**config.mk**
```make
export PLATFORM = sky130hd
export DESIGN_NAME = vend_cu_param_flat
export DESIGN_NICKNAME = d
export VERILOG_FILES = /design/src/rtl/vend_cu_param_pkg.sv /design/src/rtl/vend_cu_param_if.sv /design/src/rtl/vend_cu_param_timer.sv /design/src/rtl/vend_cu_param.sv /design/src/flat_wrapper.sv
export SDC_FILE = /design/constraint.sdc
export NUM_CORES = 1
export LEC_CHECK = 0
export ABC_AREA = 1
export CORE_MARGIN = 2
export CORE_UTILIZATION = 40
export CTS_CLUSTER_DIAMETER = 30
export DETAILED_ROUTE_END_ITERATION = 7
export PLACE_DENSITY = 0.66
export REMOVE_ABC_BUFFERS = 1
export SETUP_SLACK_MARGIN = 0.1
export SLEW_MARGIN = 25
export SYNTH_ARGS = -nofsm -noshare
export SYNTH_HDL_FRONTEND = slang
export SYNTH_SLANG_ARGS = --single-unit
```
**constraint.sdc**
```tcl
create_clock -name clk -period 3.4 [get_ports clk]
set_clock_uncertainty 0.05 [all_clocks]
set_input_delay 0.68 -clock clk [delete_from_list [all_inputs] [get_ports clk]]
set_output_delay 0.68 -clock clk [all_outputs]
set_load 0.02 [all_outputs]
```
**src/rtl/vend_cu_param_pkg.sv**
```systemverilog
// Shared definitions for the vending-machine control unit.
// Contents:
//   STATE_W   - width of the control-unit state register
//   state_t   - IDLE / CREDIT / VEND / CHANGE encodings
//   is_onehot - helper used for coin and product-select validation
package vend_cu_param_pkg;

  localparam int STATE_W = 2;

  typedef enum logic [STATE_W-1:0] {
    ST_IDLE   = 2'd0,
    ST_CREDIT = 2'd1,
    ST_VEND   = 2'd2,
    ST_CHANGE = 2'd3
  } state_t;

  // True when exactly one bit of v is set (callers zero-extend narrower vectors).
  function automatic logic is_onehot(input logic [31:0] v);
    return (v != 32'd0) && ((v & (v - 32'd1)) == 32'd0);
  endfunction

endpackage

```
**src/rtl/vend_cu_param_if.sv**
```systemverilog
// Front-end / back-end bus of the vending-machine control unit.
// Signals:
//   coin_in     one-cycle coin pulse, one-hot per denomination
//   sel         one-cycle product select, one-hot
//   cancel      one-cycle refund request
//   price_bus   packed per-product prices, product i at [i*CW +: CW]
//   vend        one-hot dispense request, held until vend_ack
//   vend_ack    dispenser done
//   chg_req     change-hopper request, one unit per accepted beat
//   chg_ack     hopper accepts a beat when chg_req && chg_ack
//   credit      current credit
//   coin_reject one-cycle pulse: coin returned
//   deny        one-cycle pulse: select refused
//   busy        high while vending or paying change
// Modports: master = front-end/drivers side, slave = control unit.
interface vend_cu_param_if #(
  parameter int NPROD = 4,
  parameter int NCOIN = 3,
  parameter int CW    = 8
);

  logic [NCOIN-1:0]    coin_in;
  logic [NPROD-1:0]    sel;
  logic                cancel;
  logic [NPROD*CW-1:0] price_bus;
  logic [NPROD-1:0]    vend;
  logic                vend_ack;
  logic                chg_req;
  logic                chg_ack;
  logic [CW-1:0]       credit;
  logic                coin_reject;
  logic                deny;
  logic                busy;

  modport master (
    output coin_in, sel, cancel, price_bus, vend_ack, chg_ack,
    input  vend, chg_req, credit, coin_reject, deny, busy
  );

  modport slave (
    input  coin_in, sel, cancel, price_bus, vend_ack, chg_ack,
    output vend, chg_req, credit, coin_reject, deny, busy
  );

endinterface

```
**src/rtl/vend_cu_param_timer.sv**
```systemverilog
// Idle-timeout down-counter for the CREDIT state.
// Ports:
//   clk    in  rising-edge clock
//   rst    in  synchronous active-high reset
//   clr    in  reload the counter and drop any pending expiry
//   en     in  count one idle cycle
//   expire out one-cycle pulse after TIMEOUT consecutive enabled cycles
module vend_cu_param_timer #(
  parameter int TIMEOUT = 1000
) (
  input  logic clk,
  input  logic rst,
  input  logic clr,
  input  logic en,
  output logic expire
);

  localparam int TW = $clog2(TIMEOUT);
  localparam logic [TW-1:0] LOAD = TW'(TIMEOUT - 1);

  logic [TW-1:0] cnt;

  // Count idle cycles; the TIMEOUT-th one raises expire for the following cycle.
  always_ff @(posedge clk) begin
    if (rst) begin
      cnt    <= LOAD;
      expire <= 1'b0;
    end else if (clr) begin
      cnt    <= LOAD;
      expire <= 1'b0;
    end else if (en) begin
      if (cnt == {TW{1'b0}}) begin
        cnt    <= LOAD;
        expire <= 1'b1;
      end else begin
        cnt    <= cnt - {{(TW-1){1'b0}}, 1'b1};
        expire <= 1'b0;
      end
    end else begin
      expire <= 1'b0;
    end
  end

endmodule

```
**src/rtl/vend_cu_param.sv**
```systemverilog
// Parametrised vending-machine control unit: accumulates coin credit,
// checks a one-hot product select against its price, holds the vend
// request until the dispenser acknowledges, then pays change one
// CHG_UNIT per hopper beat. Cancel or an idle timeout in CREDIT refunds.
// Ports:
//   clk  in  rising-edge clock
//   rst  in  synchronous active-high reset (aborts any vend/change, credit lost)
//   bus  vend_cu_param_if.slave: coin/select/cancel/price inputs, vend and
//        change handshakes, registered credit and status outputs
module vend_cu_param
  import vend_cu_param_pkg::*;
#(
  parameter int                  NPROD     = 4,
  parameter int                  NCOIN     = 3,
  parameter int                  CW        = 8,
  parameter logic [NCOIN*CW-1:0] COIN_VALS = {8'd50, 8'd20, 8'd10},
  parameter int                  CHG_UNIT  = 10,
  parameter int                  TIMEOUT   = 1000
) (
  input logic           clk,
  input logic           rst,
  vend_cu_param_if.slave bus
);

  localparam logic [CW-1:0] UNIT = CW'(CHG_UNIT);

  state_t        state;
  logic [CW-1:0] cred;
  logic [CW-1:0] coin_val;
  logic [CW-1:0] price_val;
  logic [CW:0]   coin_sum;
  logic [CW-1:0] change_left;
  logic          coin_any;
  logic          coin_ok;
  logic          sel_any;
  logic          sel_ok;
  logic          can_buy;
  logic          timer_clr;
  logic          timer_en;
  logic          expire;

  assign bus.credit = cred;

  // Input decode: coin value and selected price as OR-muxes, one-hot checks,
  // and a CW+1-bit sum so that an overflowing coin can be rejected.
  always_comb begin
    coin_val  = {CW{1'b0}};
    price_val = {CW{1'b0}};
    for (int i = 0; i < NCOIN; i++) begin
      coin_val = coin_val | (bus.coin_in[i] ? COIN_VALS[i*CW +: CW] : {CW{1'b0}});
    end
    for (int j = 0; j < NPROD; j++) begin
      price_val = price_val | (bus.sel[j] ? bus.price_bus[j*CW +: CW] : {CW{1'b0}});
    end
    coin_any    = |bus.coin_in;
    sel_any     = |bus.sel;
    coin_sum    = {1'b0, cred} + {1'b0, coin_val};
    coin_ok     = is_onehot(32'(bus.coin_in)) && !coin_sum[CW];
    sel_ok      = is_onehot(32'(bus.sel));
    can_buy     = (cred >= price_val);
    change_left = cred - UNIT;
    // Any coin or select activity, or leaving CREDIT, restarts the idle window.
    timer_en    = (state == ST_CREDIT);
    timer_clr   = (state != ST_CREDIT) || coin_any || sel_any || expire;
  end

  vend_cu_param_timer #(.TIMEOUT(TIMEOUT)) u_timer (
    .clk    (clk),
    .rst    (rst),
    .clr    (timer_clr),
    .en     (timer_en),
    .expire (expire)
  );

  // Main control FSM; every output is registered here.
  always_ff @(posedge clk) begin
    if (rst) begin
      state           <= ST_IDLE;
      cred            <= {CW{1'b0}};
      bus.vend        <= {NPROD{1'b0}};
      bus.chg_req     <= 1'b0;
      bus.coin_reject <= 1'b0;
      bus.deny        <= 1'b0;
      bus.busy        <= 1'b0;
    end else begin
      bus.coin_reject <= 1'b0;
      bus.deny        <= 1'b0;
      case (state)
        ST_IDLE: begin
          if (coin_any) begin
            if (coin_ok) begin
              cred  <= coin_sum[CW-1:0];
              state <= ST_CREDIT;
            end else begin
              bus.coin_reject <= 1'b1;
            end
          end
        end
        ST_CREDIT: begin
          // Priority: cancel/timeout, then select, then coin.
          if (bus.cancel || expire) begin
            state           <= ST_CHANGE;
            bus.busy        <= 1'b1;
            bus.chg_req     <= (cred >= UNIT);
            bus.coin_reject <= coin_any;
          end else if (sel_ok) begin
            bus.coin_reject <= coin_any;
            if (can_buy) begin
              cred     <= cred - price_val;
              bus.vend <= bus.sel;
              bus.busy <= 1'b1;
              state    <= ST_VEND;
            end else begin
              bus.deny <= 1'b1;
            end
          end else if (coin_any) begin
            if (coin_ok) begin
              cred <= coin_sum[CW-1:0];
            end else begin
              bus.coin_reject <= 1'b1;
            end
          end
        end
        ST_VEND: begin
          bus.coin_reject <= coin_any;
          if (bus.vend_ack) begin
            bus.vend <= {NPROD{1'b0}};
            if (cred != {CW{1'b0}}) begin
              state       <= ST_CHANGE;
              bus.chg_req <= (cred >= UNIT);
            end else begin
              state    <= ST_IDLE;
              bus.busy <= 1'b0;
            end
          end
        end
        ST_CHANGE: begin
          bus.coin_reject <= coin_any;
          if (bus.chg_req && bus.chg_ack) begin
            // Last beat: drop the request together with the credit reaching zero.
            if (change_left < UNIT) begin
              cred        <= {CW{1'b0}};
              bus.chg_req <= 1'b0;
              bus.busy    <= 1'b0;
              state       <= ST_IDLE;
            end else begin
              cred <= change_left;
            end
          end else if (cred < UNIT) begin
            // Residual below one unit cannot be paid out; discard it.
            cred        <= {CW{1'b0}};
            bus.chg_req <= 1'b0;
            bus.busy    <= 1'b0;
            state       <= ST_IDLE;
          end
        end
        default: begin
          state       <= ST_IDLE;
          cred        <= {CW{1'b0}};
          bus.vend    <= {NPROD{1'b0}};
          bus.chg_req <= 1'b0;
          bus.busy    <= 1'b0;
        end
      endcase
    end
  end

endmodule

```
**src/flat_wrapper.sv**
```systemverilog
// flat-port wrapper written by rule: the top's interface ports become plain ports
module vend_cu_param_flat import vend_cu_param_pkg::*;
#(
  parameter int                  NPROD     = 4,
  parameter int                  NCOIN     = 3,
  parameter int                  CW        = 8,
  parameter logic [NCOIN*CW-1:0] COIN_VALS = {8'd50, 8'd20, 8'd10},
  parameter int                  CHG_UNIT  = 10,
  parameter int                  TIMEOUT   = 1000
)
  (clk, rst, bus_coin_in, bus_sel, bus_cancel, bus_price_bus, bus_vend_ack, bus_chg_ack, bus_vend, bus_chg_req, bus_credit, bus_coin_reject, bus_deny, bus_busy);
  vend_cu_param_if #(.NPROD(NPROD), .NCOIN(NCOIN), .CW(CW)) bus_i ();
  input logic clk;
  input logic rst;
  input wire logic [$bits(bus_i.coin_in)-1:0] bus_coin_in;
  input wire logic [$bits(bus_i.sel)-1:0] bus_sel;
  input wire logic [$bits(bus_i.cancel)-1:0] bus_cancel;
  input wire logic [$bits(bus_i.price_bus)-1:0] bus_price_bus;
  input wire logic [$bits(bus_i.vend_ack)-1:0] bus_vend_ack;
  input wire logic [$bits(bus_i.chg_ack)-1:0] bus_chg_ack;
  output wire logic [$bits(bus_i.vend)-1:0] bus_vend;
  output wire logic [$bits(bus_i.chg_req)-1:0] bus_chg_req;
  output wire logic [$bits(bus_i.credit)-1:0] bus_credit;
  output wire logic [$bits(bus_i.coin_reject)-1:0] bus_coin_reject;
  output wire logic [$bits(bus_i.deny)-1:0] bus_deny;
  output wire logic [$bits(bus_i.busy)-1:0] bus_busy;
  assign bus_i.coin_in = bus_coin_in;
  assign bus_i.sel = bus_sel;
  assign bus_i.cancel = bus_cancel;
  assign bus_i.price_bus = bus_price_bus;
  assign bus_i.vend_ack = bus_vend_ack;
  assign bus_i.chg_ack = bus_chg_ack;
  assign bus_vend = bus_i.vend;
  assign bus_chg_req = bus_i.chg_req;
  assign bus_credit = bus_i.credit;
  assign bus_coin_reject = bus_i.coin_reject;
  assign bus_deny = bus_i.deny;
  assign bus_busy = bus_i.busy;
  vend_cu_param #(.NPROD(NPROD), .NCOIN(NCOIN), .CW(CW), .COIN_VALS(COIN_VALS), .CHG_UNIT(CHG_UNIT), .TIMEOUT(TIMEOUT)) u_core (.clk(clk), .rst(rst), .bus(bus_i));
endmodule
```
==> key figures, run 1 <==
Critical path
  • Required @ worst endpoint: ~3.5 ns
  • CP max FO: 13
  • Capture instance of the worst register-to-register path: u_core.bus.credit[7]
  • Startpoint of the most critical register-to-register path: u_core.bus.credit[3]
  • R2r worst-path depth: 11
  • Setup crit start kind: input pin
  • Slack of the worst reg-to-reg path: between 1 and 1.5 ns
  • Category of the worst setup path capture point: register
  • Critical path data arrival time: roughly 3.2 ns
  • Type of the setup path with the least slack: input pin to register

Floorplan
  • Io pins: 60
  • Die extent in y: about 87 um
  • Number of cell rows: 30
  • Initial standard-cell utilization of the core: 40.80%
  • Area of the die: 0.007532 mm^2
  • Core Box Area: approximately 0.0067 mm^2
  • Die X: between 80 and 90 um

Clock network
  • PostCTS Resize Cnt: 0
  • CTS H-tree lvls: 2
  • Maximum count of clock buffers along a single path: 2
  • Clock latency at the later pin of the worst-skew pair: around 0.28 ns
  • Clock-pin transition on the worst setup and hold timing paths: around 0.07 ns
  • Number of buffers inserted by post-CTS setup repair: 0
  • Root Buffer: sky130_fd_sc_hd__clkbuf_8
  • Number of hold buffers added after cts: 0
  • Total clock buffers created by CTS: 5
  • Clock tree from TritonCTS: built
  • Clock sink count: 29

Cells and area
  • Share of post-route cells with drive strength above 1: between 10% and 20%
  • Most frequent cells in the layout: sky130_fd_sc_hd__nand2_1, sky130_fd_sc_hd__clkdlybuf4s50_1, sky130_fd_sc_hd__inv_1
  • Most common cell after layout, fill and taps aside: sky130_fd_sc_hd__nand2_1
  • Final cell utilization of the core: 53.45%
  • Total number of nets in the final design: ~550
  • Ant. Diodes: 0
  • Post-synthesis to final-layout area growth: 30.99%
  • Filler cell count in the final layout: around 670

Logic synthesis
  • Yosys warns: 0
  • Number of cells produced by synthesis: between 400 and 500
  • Post-Synthesis Cell Area: 0.002741 mm^2
  • Post-synthesis register bit count: 29
  • Sequential area share after synthesis: a little over a fifth
  • Dominant register cell in the synthesized netlist: sky130_fd_sc_hd__dfxtp_1
  • Post-Syn Area per Cell: 6.481 um^2
  • Synth unique cells: 46
  • Async set-or-reset flop fraction in the synthesized netlist: 0%
  • Count of flip-flops with a built-in enable after synthesis: 0

Flow run
  • Max Cap Violations: 0

STA
  • Hold Violations, Final: 0
  • Number of pins with negative max-slew slack in the final report: 0
  • Fin Setup TNS: 0 ns
  • Transition time of the tightest slew-check pin: ~0.47 ns
  • Setup repair after global routing missed its margin: no
  • Worst max-slew margin expressed relative to the limit: slightly below 70%
  • Final period util: 91.39%
  • Setup violators final: 0
  • Fmax: about 320 MHz
  • Fin crit period: 3.107 ns

Worst hold path
  • Min-Delay Startpoint: u_core.bus.vend[0]
  • Hold Path Sink: u_core.bus.vend[0]
  • Number of cells on the worst hold path: 2
  • Worst hold-check path type: register to register

Detailed routing
  • Vias after detailed routing: between 2k and 3k
  • Drt pass-1 iters: 4
  • Number of DRC violations after detailed routing: 0
  • Wirelength per Cell: ~13 um
  • Average vias per placed instance: 5.131
  • Total Wirelength: 7.298 mm
  • Post-route antenna net violation count: 0
  • Detailed Route Iter0 Violations: about 160

Placement
  • DP HPWL: 5.876 mm
  • Routability congestion estimate from global placement: slightly below 0.9
  • Number of buffers inserted by port buffering: 59

Global route
  • Sum of overflow across all layers after global routing: 0
  • Wire length of the first global-routing pass: between 10 and 15 mm
  • Largest net degree at the start of global routing: 15
  • Global-route usage over all layers: approximately a fifth
  • Vias in the first global route: 2,775
  • Initial antenna violation count: 0

Run status
  • Outcome: finished, final reports clean

Power and ir drop
  • Static leakage: 0.001659 uW
  • Peak supply drop: approximately 250 uV
  • Pwr/cell area: a little under 700 mW/mm^2
-- worst max-delay path by stage --
stage / end / cells after the start / startpoint / slack [ns]
floorplan: u_core.bus.credit[5] / 13 / bus_price_bus[9] / 0.85
global placement: u_core.bus.credit[5] / 14 / bus_sel[2] / 0.05
detailed placement: u_core.bus.credit[5] / 14 / bus_sel[2] / -0.03
CTS: u_core.bus.credit[5] / 14 / bus_sel[2] / 0.26
global route: u_core.bus.credit[0] / 13 / bus_sel[0] / 0.1
finish: u_core.bus.credit[0] / 13 / bus_sel[1] / 0.29
-- cells by family (layout without fill, tap and decap cells) --
kind of cell / count (synthesis) / count (layout) / synth area share [%]
simple gates: 232 / 232 / 40.85
buf+inv: 69 / 139 / 10.41
compound gates: 68 / 68 / 16.29
flops: 29 / 29 / 21.18
fa+ha+maj: 18 / 18 / 8.763
xor+xnor: 7 / 7 / 2.511
-- power by group --
group,internal [uW],switching [uW]
registers,413,132
logic,661,901
clock network,238,141
-- Yosys cell counts (all sizes together) (3+ instances only) --
library cell,instances,area share (%)
nand2,103,15
inv,61,8.4
nor2,56,9.3
nand3,43,8.9
dfxtp,29,21
o21ai,22,4.2
a21oi,21,4.5
ha,16,7.3
nand4,14,3.4
a22o,8,2.6
buf,7,1.9
a221oi,6,1.9
nor3,6,1.5
xor2,4,1.6
nand3b,3,0.82
o211ai,3,0.82
or2,3,0.69
xnor2,3,0.96
-- registers in the layout, indices dropped and copies added (netlist names) --
register                cells
u_core.bus.coin_reject      1
u_core.bus.busy             1
u_core.u_timer.expire       1
u_core.bus.credit           8
u_core.bus.vend             4
u_core.u_timer.cnt         10
u_core.bus.deny             1
u_core.state                2
u_core.bus.chg_req          1
-- routing by layer --
metal | track usage [%] | wire length [um] | vias to the layer above
met5 | 0 | 0 | -
met2 | 33.38 | 3284 | 87
li1 | - | - | 1541
met1 | 29.20 | 3547 | 1307
met4 | 3.835 | 42 | 0
met3 | 3.238 | 424 | 5
-- area by class of cell --
type / instances / area, um^2 / share of cell area (%)
clock inverters: 2 / 37.54 / 1.045
inverters: 61 / 229.0 / 6.376
multi-input cells: 325 / 1876 / 52.23
clock buffers: 6 / 82.58 / 2.300
repair buffers: 70 / 685.7 / 19.09
flip-flops and latches: 29 / 580.6 / 16.17
well taps: 80 / 100.1 / 2.787
-- worst max-delay path, stage by stage --
cell and delay, ns:
sky130_fd_sc_hd__clkdlybuf4s50_1 0.56, sky130_fd_sc_hd__a22o_1 0.27, sky130_fd_sc_hd__a221oi_1 0.23, sky130_fd_sc_hd__ha_1 0.33, sky130_fd_sc_hd__or2_1 0.26, sky130_fd_sc_hd__nand3_2 0.11, sky130_fd_sc_hd__nand4_2 0.13, sky130_fd_sc_hd__nor2_2 0.15
sky130_fd_sc_hd__nor2_4 0.06, sky130_fd_sc_hd__buf_12 0.14, sky130_fd_sc_hd__buf_4 0.13, sky130_fd_sc_hd__a21oi_1 0.13, sky130_fd_sc_hd__nor2_1 0.06
-- metrics by stage --
step,power [uW],hold slack [ns],cells,cell area [um^2],worst slack (ns)
2_1_floorplan,1598,0.3784,415,2685,0.8458
3_3_place_gp,2020,0.3976,562,3436,0.04932
3_5_place_dp,2051,0.4009,562,3436,-0.03128
4_1_cts,2440,0.4201,570,3556,0.2601
5_1_grt,2732,0.4453,573,3591,0.09781
6_report,2486,0.4218,573,3591,0.2927
Note: power is estimated with default switching activity, not from simulation.
==> run 2, diff against run 1 <==
--- a/config.mk
+++ b/config.mk
@@ -5,7 +5,6 @@
 export SDC_FILE = /design/constraint.sdc
 export NUM_CORES = 1
 export LEC_CHECK = 0
-export ABC_AREA = 1
 export CORE_MARGIN = 2
 export CORE_UTILIZATION = 40
 export CTS_CLUSTER_DIAMETER = 30
==> run 2 against run 1 <==
  * Via count down 3.1%
  * Setup slack got worse by 0.036 ns
  * Critical endpoint is now u_core.bus.credit[3]
  * Fmax down 1.1%
  * Total power shrank 7.4%
  * Non-clock buffer count is 25 higher
  * Combinational power is 6% lower
==> key figures, run 2 <==
Global route
  • Sum of overflow across all layers after global routing: 0 (unchanged)
  • Wire length of the first global-routing pass: 12.37 mm (-2.3%)
  • Largest net degree at the start of global routing: 22 (+7)
  • Initial antenna violation count: 0 (unchanged)
  • Global-route usage over all layers: 21.18% (+0.53 points)
  • Vias in the first global route: 2,695 (-2.9%)

Critical path
  • Category of the worst setup path capture point: register
  • Slack of the worst reg-to-reg path: 0.66 ns (-0.39 ns)
  • Type of the setup path with the least slack: input pin to register
  • Setup crit start kind: input pin
  • Startpoint of the most critical register-to-register path: u_core.bus.credit[2]
  • Required @ worst endpoint: 3.55 ns (+0.02 ns)
  • CP max FO: 4 (-9)
  • Capture instance of the worst register-to-register path: u_core.bus.chg_req
  • Critical path data arrival time: 3.29 ns (+0.05 ns)
  • R2r worst-path depth: 9 (-2)

Cells and area
  • Final design area excluding fillers: 0.003586 mm^2 (-0.14%)
  • Total number of nets in the final design: 478 (-14%)
  • Filler cell count in the final layout: 595 (-11%)
  • Most frequent cells in the layout: sky130_fd_sc_hd__clkdlybuf4s50_1, sky130_fd_sc_hd__buf_4, sky130_fd_sc_hd__dfxtp_1
  • Final cell utilization of the core: 57.13% (+3.7 points)
  • Biggest register: u_core.u_timer.cnt
  • Post-synthesis to final-layout area growth: 39.40%
  • Max FFs per register: 10 (unchanged)
  • Ant. Diodes: 0 (unchanged)
  • Share of post-route cells with drive strength above 1: 16.31% (+3.9 points)
  • Most common cell after layout, fill and taps aside: sky130_fd_sc_hd__clkdlybuf4s50_1

Floorplan
  • Die X: 84.20 um (-3.0%)
  • Initial standard-cell utilization of the core: 40.98% (+0.18 points)
  • Area of the die: 0.007089 mm^2 (-5.9%)
  • Core Box Area: 0.006277 mm^2 (-6.6%)
  • Io pins: 60 (unchanged)
  • Number of cell rows: 29 (-3.3%)
  • Die extent in y: 84.20 um (-3.0%)

Logic synthesis
  • Post-Synthesis Cell Area: 0.002572 mm^2 (-6.2%)
  • Post-Syn Area per Cell: 7.772 um^2 (+20%)
  • Async set-or-reset flop fraction in the synthesized netlist: 0% (unchanged)
  • Dominant register cell in the synthesized netlist: sky130_fd_sc_hd__dfxtp_1
  • Sequential area share after synthesis: 22.57% (+1.4 points)
  • Cell taking the most area after synthesis: sky130_fd_sc_hd__dfxtp_1
  • Post-synthesis register bit count: 29 (unchanged)
  • Synth unique cells: 61 (+33%)
  • Leading cell types by count after synthesis: sky130_fd_sc_hd__dfxtp_1, sky130_fd_sc_hd__nor2_1, sky130_fd_sc_hd__nand2_1, sky130_fd_sc_hd__o21ai_0, sky130_fd_sc_hd__a21oi_1
  • Count of flip-flops with a built-in enable after synthesis: 0 (unchanged)
  • Number of cells produced by synthesis: 331 (-22%)
  • Leading cell types by total area after synthesis: sky130_fd_sc_hd__dfxtp_1, sky130_fd_sc_hd__ha_1, sky130_fd_sc_hd__o21ai_0, sky130_fd_sc_hd__nor2_1, sky130_fd_sc_hd__a21oi_1
  • Share of Yosys cell area claimed by the top area cell type: 22.57% (+1.4 points)
  • Yosys warns: 0 (unchanged)

Clock network
  • Clock sink count: 29 (unchanged)
  • CTS H-tree lvls: 2 (unchanged)
  • Clock tree from TritonCTS: built
  • Clock latency at the later pin of the worst-skew pair: 0.28 ns (about the same)
  • Clock-pin transition on the worst setup and hold timing paths: 0.07 ns (about the same)
  • Number of hold buffers added after cts: 0 (unchanged)
  • Maximum count of clock buffers along a single path: 2 (unchanged)
  • Root Buffer: sky130_fd_sc_hd__clkbuf_8
  • Total clock buffers created by CTS: 5 (unchanged)
  • Number of buffers inserted by post-CTS setup repair: 0 (unchanged)

STA
  • Setup violators final: 0 (unchanged)
  • Final period util: 92.44% (+1.1 points)
  • Worst hold slack: 0.4343 ns (+0.01248 ns)
  • Transition time of the tightest slew-check pin: 0.6025 ns (+0.1367 ns)
  • Number of pins with negative max-slew slack in the final report: 0 (unchanged)
  • Fin crit period: 3.143 ns (+0.03573 ns)
  • Fmax: 318.2 MHz (-1.1%)
  • Fin Setup TNS: 0 ns (unchanged)
  • Setup repair after global routing missed its margin: no
  • Worst max-slew margin expressed relative to the limit: 59.78% (-9.1 points)
  • Hold Violations, Final: 0 (unchanged)

Detailed routing
  • Post-route antenna net violation count: 0 (unchanged)
  • Vias after detailed routing: 2,848 (-3.1%)
  • Detailed Route Iter0 Violations: 132 (-19%)
  • Average vias per placed instance: 5.765 (+12%)
  • Wirelength per Cell: 15.35 um (+21%)
  • Total Wirelength: 7.582 mm (+3.9%)
  • Drt pass-1 iters: 6 (+2)
  • Number of DRC violations after detailed routing: 0 (unchanged)

Worst hold path
  • Hold Path Sink: u_core.u_timer.cnt[4]
  • Worst hold-check path type: register to register
  • Min-Delay Startpoint: u_core.u_timer.cnt[4]
  • Number of cells on the worst hold path: 2 (unchanged)

Power and ir drop
  • Flop pwr share: 23.6% (+1.7 points)
  • Clk pwr share: 12.4% (-2.8 points)
  • Comb pwr share: 64.0% (+1.2 points)
  • Sw Ratio: 44.86% (-2.4 points)
  • Static leakage: 0.001498 uW (-9.7%)
  • Internal portion of total power: 1270 uW (-3.2%)
  • Pwr/cell area: 642.2 mW/mm^2 (-7.2%)
  • Peak supply drop: 576.2 uV (+130%)
  • Net switching power of the design: 1033 uW (-12%)

Placement
  • DP HPWL: 5.931 mm (+0.93%)
  • Number of buffers inserted by port buffering: 59 (unchanged)
  • Cell area after placement: 0.003446 mm^2 (+0.29%)
  • Routability congestion estimate from global placement: 0.9397 (+7.7%)

Flow run
  • Max Cap Violations: 0 (unchanged)

Run status
  • Outcome: finished, final reports clean
[run 2: layer usage]
layer	share of wire (%)	vias to the layer above	global-route usage [%]
li1	-	1412	-
met4	2.1	0	7.478
met3	6.9	14	4.031
met5	0	-	0
met1	45	1320	28.04
met2	46	102	34.49
[run 2: cells by family (layout without fill, tap and decap cells)]
group           after synthesis  count (layout)  share of synthesized area, %
flops                        29              29                         22.57
fa+ha+maj                    18              18                         9.339
compound gates              123             123                         33.71
mux                           1               1                        0.4377
simple gates                111             111                         23.10
xor+xnor                     15              15                         5.107
buf+inv                      34             120                         5.739
[run 2: cell type report]
cell class	instances	area [um^2]	share of cell area, %
clock buffer	5	68.82	1.919
multi-input combinational	268	1892	52.76
tap	77	96.34	2.687
sequential	29	580.6	16.19
timing repair buffer	95	867.1	24.18
inverter	17	63.81	1.779
clock inverter	3	17.52	0.4885
[run 2: critical path, cell delays in order]
cell,delay [ns]
sky130_fd_sc_hd__clkdlybuf4s50_1,0.40
sky130_fd_sc_hd__a22o_1,0.24
sky130_fd_sc_hd__a221oi_2,0.18
sky130_fd_sc_hd__ha_1,0.28
sky130_fd_sc_hd__nor2b_2,0.16
sky130_fd_sc_hd__o31a_1,0.25
sky130_fd_sc_hd__o31a_1,0.33
sky130_fd_sc_hd__nor2_2,0.21
sky130_fd_sc_hd__a21o_1,0.23
sky130_fd_sc_hd__nor3_1,0.09
sky130_fd_sc_hd__nor4_2,0.24
[run 2: what timing repair did]
item,4_1_cts,5_1_grt
endpoints found under the hold margin,0,0
gates resized for setup,4,9
endpoints found under the setup margin,9,15
pin swaps,0,3
[run 2: per-stage QoR]
| step | total power [uW] | std cells | worst slack (ns) |
|---|---|---|---|
| final | 2303 | 494 | 0.2570 |
| after global routing | 2482 | 494 | 0.09938 |
| after CTS | 2278 | 494 | 0.1284 |
| after detailed placement | 1975 | 486 | -0.2525 |
| after global placement | 1955 | 486 | -0.1937 |
| after floorplan | 1419 | 314 | 0.4209 |
[run 2: worst max-delay path by stage]
stage / from / end / slack, ns / depth (start not counted)
after detailed placement: bus_sel[1] / u_core.bus.credit[4] / -0.25 / 13
after global placement: bus_sel[1] / u_core.bus.busy / -0.19 / 12
after floorplan: bus_coin_in[2] / u_core.bus.credit[4] / 0.42 / 8
final: bus_price_bus[2] / u_core.bus.credit[3] / 0.26 / 11
after CTS: bus_sel[0] / u_core.bus.vend[3] / 0.13 / 13
after global routing: bus_price_bus[2] / u_core.bus.busy / 0.1 / 12
[run 2: power by group through the flow]
stage               Clock [uW]  Sequential, uW  Combinational (uW)
finish                     286             544                1470
global placement             0             546                1410
global route               305             558                1620
CTS                        288             541                1450
floorplan                    0             590                 829
detailed placement           0             547                1430
